<file path="src/rtl/ddr2_bank_cmd_gen_if.sv">
// Request handshake and DDR2 command-pad bundle for ddr2_bank_cmd_gen.
// The slave modport is the command generator; the master modport is the traffic source or bench.
interface ddr2_bank_cmd_gen_if;
    logic        req_valid;
    logic        req_ready;
    logic        req_write;
    logic [1:0]  req_bank;
    logic [12:0] req_row;
    logic [9:0]  req_col;
    logic        cke_pad;
    logic        csbar_pad;
    logic        rasbar_pad;
    logic        casbar_pad;
    logic        webar_pad;
    logic [1:0]  ba_pad;
    logic [12:0] a_pad;
    logic        rw_issued;

    modport master (
        output req_valid, req_write, req_bank, req_row, req_col,
        input  req_ready, cke_pad, csbar_pad, rasbar_pad, casbar_pad, webar_pad,
               ba_pad, a_pad, rw_issued
    );

    modport slave (
        input  req_valid, req_write, req_bank, req_row, req_col,
        output req_ready, cke_pad, csbar_pad, rasbar_pad, casbar_pad, webar_pad,
               ba_pad, a_pad, rw_issued
    );
endinterface

</file>
<file path="src/rtl/ddr2_bank_cmd_gen.sv">
// Open-page DDR2 command issuer: one request at a time, per-bank row tracking, registered pads.
// Row hit -> RD/WR one cycle after accept; req_ready only in IDLE. DDR2_AUTO_PRE_EN adds auto-precharge.
module ddr2_bank_cmd_gen #(
    parameter int unsigned TRP_MIN  = 4,
    parameter int unsigned TRCD_MIN = 3,
    parameter int unsigned TRAS_MIN = 8
) (
    input  logic               clk,
    input  logic               reset,
    ddr2_bank_cmd_gen_if.slave bus
);
    typedef enum logic [2:0] {IDLE, WAIT_RAS, PRE, WAIT_RP, ACT, WAIT_RCD, RW} state_t;

    localparam logic [3:0] CMD_NOP   = 4'b0111;
    localparam logic [3:0] CMD_ACT   = 4'b0011;
    localparam logic [3:0] CMD_PRE   = 4'b0010;
    localparam logic [3:0] CMD_RD    = 4'b0101;
    localparam logic [3:0] CMD_WR    = 4'b0100;
    localparam logic [3:0] CMD_DESEL = 4'b1111;

    state_t      state_q, state_d;
    logic [1:0]  bank_q, bank_d;
    logic [12:0] row_q, row_d;
    logic [9:0]  col_q, col_d;
    logic        write_q, write_d;

    logic [3:0]  open_q, open_d;
    logic [12:0] open_row_q [4];
    logic [12:0] open_row_d [4];
    logic [7:0]  since_pre_q [4];
    logic [7:0]  since_pre_d [4];
    logic [7:0]  since_act_q [4];
    logic [7:0]  since_act_d [4];

    logic        cke_q;
    logic [3:0]  cmd_q, cmd_d;
    logic [1:0]  ba_q, ba_d;
    logic [12:0] a_q, a_d;
    logic        rw_issued_q, rw_issued_d;
    logic        req_ready_q, req_ready_d;
    logic        accept;

    function automatic logic [7:0] sat_inc(input logic [7:0] c);
        return (c == 8'hFF) ? c : c + 8'd1;
    endfunction

    function automatic logic reached(input logic [7:0] c, input int unsigned lim);
        return 32'(c) >= lim;
    endfunction

    assign accept = bus.req_valid && req_ready_q;

    // Timing decisions use the counter values as they will be after this edge, so the
    // command registered one edge later lands exactly on the minimum distance.
    always_comb begin
        state_d     = state_q;
        bank_d      = bank_q;
        row_d       = row_q;
        col_d       = col_q;
        write_d     = write_q;
        open_d      = open_q;
        open_row_d  = open_row_q;
        cmd_d       = CMD_NOP;
        ba_d        = 2'b00;
        a_d         = 13'h0000;
        rw_issued_d = 1'b0;
        req_ready_d = 1'b0;
        for (int b = 0; b < 4; b++) begin
            since_pre_d[b] = sat_inc(since_pre_q[b]);
            since_act_d[b] = sat_inc(since_act_q[b]);
        end

        case (state_q)
            IDLE: begin
                req_ready_d = !accept;
                if (accept) begin
                    bank_d  = bus.req_bank;
                    row_d   = bus.req_row;
                    col_d   = bus.req_col;
                    write_d = bus.req_write;
                    if (open_q[bus.req_bank] && open_row_q[bus.req_bank] == bus.req_row) begin
                        state_d = RW;
                    end else if (open_q[bus.req_bank]) begin
                        state_d = reached(since_act_d[bus.req_bank], TRAS_MIN - 1) ? PRE : WAIT_RAS;
                    end else begin
                        state_d = reached(since_pre_d[bus.req_bank], TRP_MIN) ? ACT : WAIT_RP;
                    end
                end
            end
            WAIT_RAS: begin
                if (reached(since_act_d[bank_q], TRAS_MIN - 1)) state_d = PRE;
            end
            PRE: begin
                cmd_d               = CMD_PRE;
                ba_d                = bank_q;
                open_d[bank_q]      = 1'b0;
                since_pre_d[bank_q] = 8'h00;
                state_d = reached(since_pre_d[bank_q], TRP_MIN) ? ACT : WAIT_RP;
            end
            WAIT_RP: begin
                if (reached(since_pre_d[bank_q], TRP_MIN)) state_d = ACT;
            end
            ACT: begin
                cmd_d               = CMD_ACT;
                ba_d                = bank_q;
                a_d                 = row_q;
                open_d[bank_q]      = 1'b1;
                open_row_d[bank_q]  = row_q;
                since_act_d[bank_q] = 8'h00;
                state_d = reached(since_act_d[bank_q], TRCD_MIN - 1) ? RW : WAIT_RCD;
            end
            WAIT_RCD: begin
                if (reached(since_act_d[bank_q], TRCD_MIN - 1)) state_d = RW;
            end
            RW: begin
                cmd_d       = write_q ? CMD_WR : CMD_RD;
                ba_d        = bank_q;
                a_d         = {3'b000, col_q};
                rw_issued_d = 1'b1;
`ifdef DDR2_AUTO_PRE_EN
                a_d[10]             = 1'b1;
                open_d[bank_q]      = 1'b0;
                since_pre_d[bank_q] = 8'h00;
`endif
                state_d = IDLE;
            end
            default: state_d = IDLE;
        endcase
    end

    always_ff @(posedge clk) begin
        if (!reset) begin
            state_q     <= IDLE;
            bank_q      <= 2'b00;
            row_q       <= 13'h0000;
            col_q       <= 10'h000;
            write_q     <= 1'b0;
            open_q      <= 4'b0000;
            for (int b = 0; b < 4; b++) begin
                open_row_q[b]  <= 13'h0000;
                since_pre_q[b] <= 8'hFF;
                since_act_q[b] <= 8'hFF;
            end
            cke_q       <= 1'b0;
            cmd_q       <= CMD_DESEL;
            ba_q        <= 2'b00;
            a_q         <= 13'h0000;
            rw_issued_q <= 1'b0;
            req_ready_q <= 1'b0;
        end else begin
            state_q     <= state_d;
            bank_q      <= bank_d;
            row_q       <= row_d;
            col_q       <= col_d;
            write_q     <= write_d;
            open_q      <= open_d;
            open_row_q  <= open_row_d;
            since_pre_q <= since_pre_d;
            since_act_q <= since_act_d;
            cke_q       <= 1'b1;
            cmd_q       <= cmd_d;
            ba_q        <= ba_d;
            a_q         <= a_d;
            rw_issued_q <= rw_issued_d;
            req_ready_q <= req_ready_d;
        end
    end

    assign bus.req_ready  = req_ready_q;
    assign bus.cke_pad    = cke_q;
    assign bus.csbar_pad  = cmd_q[3];
    assign bus.rasbar_pad = cmd_q[2];
    assign bus.casbar_pad = cmd_q[1];
    assign bus.webar_pad  = cmd_q[0];
    assign bus.ba_pad     = ba_q;
    assign bus.a_pad      = a_q;
    assign bus.rw_issued  = rw_issued_q;
endmodule

</file>
<file path="src/flat_wrapper.sv">
// flat-port wrapper written by rule: the top's interface ports become plain ports
module ddr2_bank_cmd_gen_flat 
#(
    parameter int unsigned TRP_MIN  = 4,
    parameter int unsigned TRCD_MIN = 3,
    parameter int unsigned TRAS_MIN = 8
)
  (clk, reset, bus_req_valid, bus_req_write, bus_req_bank, bus_req_row, bus_req_col, bus_req_ready, bus_cke_pad, bus_csbar_pad, bus_rasbar_pad, bus_casbar_pad, bus_webar_pad, bus_ba_pad, bus_a_pad, bus_rw_issued);
  ddr2_bank_cmd_gen_if bus_i ();
  input  logic clk;
  input  logic reset;
  input wire logic [$bits(bus_i.req_valid)-1:0] bus_req_valid;
  input wire logic [$bits(bus_i.req_write)-1:0] bus_req_write;
  input wire logic [$bits(bus_i.req_bank)-1:0] bus_req_bank;
  input wire logic [$bits(bus_i.req_row)-1:0] bus_req_row;
  input wire logic [$bits(bus_i.req_col)-1:0] bus_req_col;
  output wire logic [$bits(bus_i.req_ready)-1:0] bus_req_ready;
  output wire logic [$bits(bus_i.cke_pad)-1:0] bus_cke_pad;
  output wire logic [$bits(bus_i.csbar_pad)-1:0] bus_csbar_pad;
  output wire logic [$bits(bus_i.rasbar_pad)-1:0] bus_rasbar_pad;
  output wire logic [$bits(bus_i.casbar_pad)-1:0] bus_casbar_pad;
  output wire logic [$bits(bus_i.webar_pad)-1:0] bus_webar_pad;
  output wire logic [$bits(bus_i.ba_pad)-1:0] bus_ba_pad;
  output wire logic [$bits(bus_i.a_pad)-1:0] bus_a_pad;
  output wire logic [$bits(bus_i.rw_issued)-1:0] bus_rw_issued;
  assign bus_i.req_valid = bus_req_valid;
  assign bus_i.req_write = bus_req_write;
  assign bus_i.req_bank = bus_req_bank;
  assign bus_i.req_row = bus_req_row;
  assign bus_i.req_col = bus_req_col;
  assign bus_req_ready = bus_i.req_ready;
  assign bus_cke_pad = bus_i.cke_pad;
  assign bus_csbar_pad = bus_i.csbar_pad;
  assign bus_rasbar_pad = bus_i.rasbar_pad;
  assign bus_casbar_pad = bus_i.casbar_pad;
  assign bus_webar_pad = bus_i.webar_pad;
  assign bus_ba_pad = bus_i.ba_pad;
  assign bus_a_pad = bus_i.a_pad;
  assign bus_rw_issued = bus_i.rw_issued;
  ddr2_bank_cmd_gen #(.TRP_MIN(TRP_MIN), .TRCD_MIN(TRCD_MIN), .TRAS_MIN(TRAS_MIN)) u_core (.clk(clk), .reset(reset), .bus(bus_i));
endmodule
</file>
<file path="config.mk">
export PLATFORM = sky130hd
export DESIGN_NAME = ddr2_bank_cmd_gen_flat
export DESIGN_NICKNAME = d
export VERILOG_FILES = /design/src/rtl/ddr2_bank_cmd_gen_if.sv /design/src/rtl/ddr2_bank_cmd_gen.sv /design/src/flat_wrapper.sv
export SDC_FILE = /design/constraint.sdc
export NUM_CORES = 1
export LEC_CHECK = 0
export CAP_MARGIN = 40
export CORE_ASPECT_RATIO = 0.6
export CORE_MARGIN = 3
export CORE_UTILIZATION = 30
export DETAILED_ROUTE_END_ITERATION = 10
export PLACE_DENSITY = 0.48
export SETUP_SLACK_MARGIN = 0.4
export SYNTH_ARGS = -nofsm -noshare
export SYNTH_HDL_FRONTEND = slang
export SYNTH_SLANG_ARGS = --single-unit
</file>
<file path="constraint.sdc">
create_clock -name clk -period 3 [get_ports clk]
set_clock_uncertainty 0.05 [all_clocks]
set_input_delay 0.6 -clock clk [delete_from_list [all_inputs] [get_ports clk]]
set_output_delay 0.6 -clock clk [all_outputs]
set_load 0.01 [all_outputs]
</file>
==> results.toml <==
[layout]
final_cells = 1442
antenna_cells = 0
nets = 1106
syn2layout_area_growth_pct = 23.62
final_core_util_pct = 38.21
drive_gt1_share_pct = 14.23

[run_status]
status = "complete, no violations"

[setup_path]
end_kind = "flip-flop"
path_max_fanout = 6
path_buf_inv = 1
required_ps = 3280
max_stage_delay_ps = 540
critPathKind = "reg -> reg"
crit_chain = "ha_2, buf_4, a31oi_4, a21oi_1, o32a_1, or4b_1, a32o_2, o21ai_4, nand4bb_1, o31ai_2"
setup.worst_path.start_class = "flip-flop"
cp_top_family = "compound AO/OA/AOI/OAI gates"
critPathArrivalTime_ps = 2840
crit_path_top_delay_cell = "or4b_1"

[cts]
clk_pin_slew_ps = 70
clockBufferDepth = 2
htreeDepth = 4
cts_sinks = 171
insertion_delay_ps = 440
cts-root-buf = "clkbuf_16"
cts_hold_buf = 0
cts_buffers = 17
cts_tree = "done"

[place]
dp_hpwl_um = 17540
place_congestion = 0.8286
port_buffers = 50
place_ws_ps = -388.8
placed_cells = 1405

[synthesis]
ys.warnings.count = 0
synthCells = 1013
synth_compound_area_share_pct = 18.22
post-synth-top-count-cell = "nand2_1"
ys_async_sr_fraction_pct = 0
synth-xor-area-share_pct = 3.494
synth_area_leaders = "dfxtp_1 (41%), nand2_1 (9.5%), a21oi_1 (6.2%)"
synth_top_area_share_pct = 41.38
ys_types = 68
synth_area_um2 = 8273
synth_ff_type = "dfxtp_1"
syn_area_per_cell_um2 = 8.167
yosys_register_bits = 171
synth_area_leader_cell = "dfxtp_1"
yosys-top-cells-count = "nand2_1 (209), dfxtp_1 (171), a21oi_1 (102), o21ai_0 (71), nor2_1 (55)"
synth_simple_gate_area_share_pct = 24.00
syn_nets = 1050
synthAdderAreaFrac_pct = 1.210
synth_seq_area_share_pct = 41.38
synth.area.mux_share_pct = 7.940
synth_enable_flop_cells = 0
synth_top_family_by_area = "simple AND/OR/NAND/NOR gates"

[routing]
ant_nets = 0
detail_route.wl_per_cell_um = 17.52
dr.pass1.iters = 6
wl_um = 25260
vias = 7573
viasPerCell = 5.252
dr.first_iter.drc_count = 861
drc = 0

[job]
max_cap_violations = 0

[power]
max-vdd-ir-drop_v = 0.0003664
p_per_area_nw_per_um2 = 972.6
leakagePower_nw = 3.739

[sta]
relSlewSlack_pct = 40.90
fmax_ghz = 0.3907
finalCriticalPeriod_ps = 2559
slew_viol_final = 0
setup_ws_ps = 440.5
worst_slew_pin_slew_ps = 886.5
rsz0062_at_grt = "true"
period_share_pct = 85.32
holdWs_ps = 400.9
hold_violations = 0
setup_viol = 0

[floorplanning]
dieWidth_um = 220.4
die_h_um = 134.6
rows = 46
core_um2 = 26760
ioPinCount = 51
initial_core_util_pct = 30.91
dieArea_um2 = 29670

[global_route]
grt_start_max_net_pins = 87
grt_antenna_before_repair = 0
grt_pass1_wl_um = 39760
globalRouteTotalUtil_pct = 17.25
grt_overflow = 0
grt_pass1_vias = 6767

[worst_hold_path]
hold_class = "reg -> reg"
==> layout by cell type, fill, tap and decap left out, types with 11 or more instances in the layout <==
cell             netlist  layout
nand2_1              209     209
dfxtp_1              171     160
a21oi_1              102     101
o21ai_0               71      70
nor2_1                55      52
buf_4                  0      48
clkdlybuf4s50_1        0      47
nand3_1               43      42
mux2i_1               30      29
and3_1                23      21
nand4_1               19      19
clkbuf_16              0      17
xnor2_1               17      16
xor2_1                16      15
nand2b_1              12      12
a31oi_1               14      11
o31ai_1               11      11
==> metal layers <==
| metal | up-vias | wire length, um | track usage (%) |
|---|---|---|---|
| li1 | 3746 | - | - |
| met1 | 3551 | 14050 | 29.17 |
| met2 | 263 | 9052 | 20.53 |
| met3 | 13 | 2000 | 4.835 |
| met4 | 0 | 153 | 3.358 |
| met5 | - | 0 | 0 |
==> stage by stage <==
step           TNS (ps)  total power [mW]  cell area [um^2]
2_1_floorplan         0             6.036              8273
3_3_place_gp     -911.0             7.301              9323
3_5_place_dp     -929.9             7.254              9323
4_1_cts               0             9.645              9993
5_1_grt               0             10.73             10230
6_report              0             9.947             10230
==> worst register-to-register path, stage by stage (launching register included) <==
cell,delay (ps)
dfxtp_4,370
ha_2,190
buf_4,160
a31oi_4,180
a21oi_1,50
o32a_1,340
or4b_1,550
a32o_2,270
o21ai_4,70
nand4bb_1,150
o31ai_2,70
==> timing repair <==
item / CTS / global route
pin swaps: 8 / 18
endpoints found under the setup margin: 3 / 3
buffers inserted: 0 / 5
gates resized for setup: 24 / 51
==> cell families after synthesis <==
group	after synthesis
AOI/OAI and AO/OA	257
xor gates and xnor gates	33
adders and majority gates	8
buffers and inverters	74
DFF	171
muxes	46
and+or+nand+nor	424
==> sequential cells by signal (all words and copies together), names as in the netlist, named ones only <==
register,flops
u_core.row_q,13
u_core.write_q,1
u_core.state_q,3
u_core.since_act_q,32
u_core.bus.ba_pad,2
u_core.since_pre_q,32
u_core.bus.req_ready,1
u_core.open_row_q,52
u_core.cmd_q,4
u_core.bus.a_pad,13
u_core.bus.rw_issued,1
u_core.col_q,10
u_core.bus.cke_pad,1
u_core.bank_q,2
==> path summary, 6_finish.rpt <==
path / slack [ps] / from / cells after the start / to
setup / recovery: 440 / u_core.since_pre_q[16] / 10 / u_core.state_q[2]
hold / removal: 400 / u_core.open_row_q[23] / 2 / u_core.open_row_q[23]
setup reg to reg: 440 / u_core.since_pre_q[16] / 10 / u_core.state_q[2]
hold reg to reg: 400 / u_core.open_row_q[23] / 2 / u_core.open_row_q[23]
==> final cells by class <==
| cell class | count | area, um^2 |
|---|---|---|
| fill | 2730 | 16540 |
| multi-input combinational | 768 | 4790 |
| timing repair buffer | 101 | 908.4 |
| tap | 360 | 450.4 |
| inverter | 10 | 37.54 |
| clock inverter | 13 | 153.9 |
| clock buffer | 19 | 442.9 |
| sequential | 171 | 3445 |
==> power by group <==
| part | internal [mW] | switching [mW] | total (mW) |
|---|---|---|---|
| Sequential | 2.73 | 0.609 | 3.34 |
| Clock | 1.27 | 1.00 | 2.28 |
| Combinational | 1.89 | 2.45 | 4.34 |
| Total | 5.89 | 4.06 | 9.95 |
(Power assumes the default switching activity.)
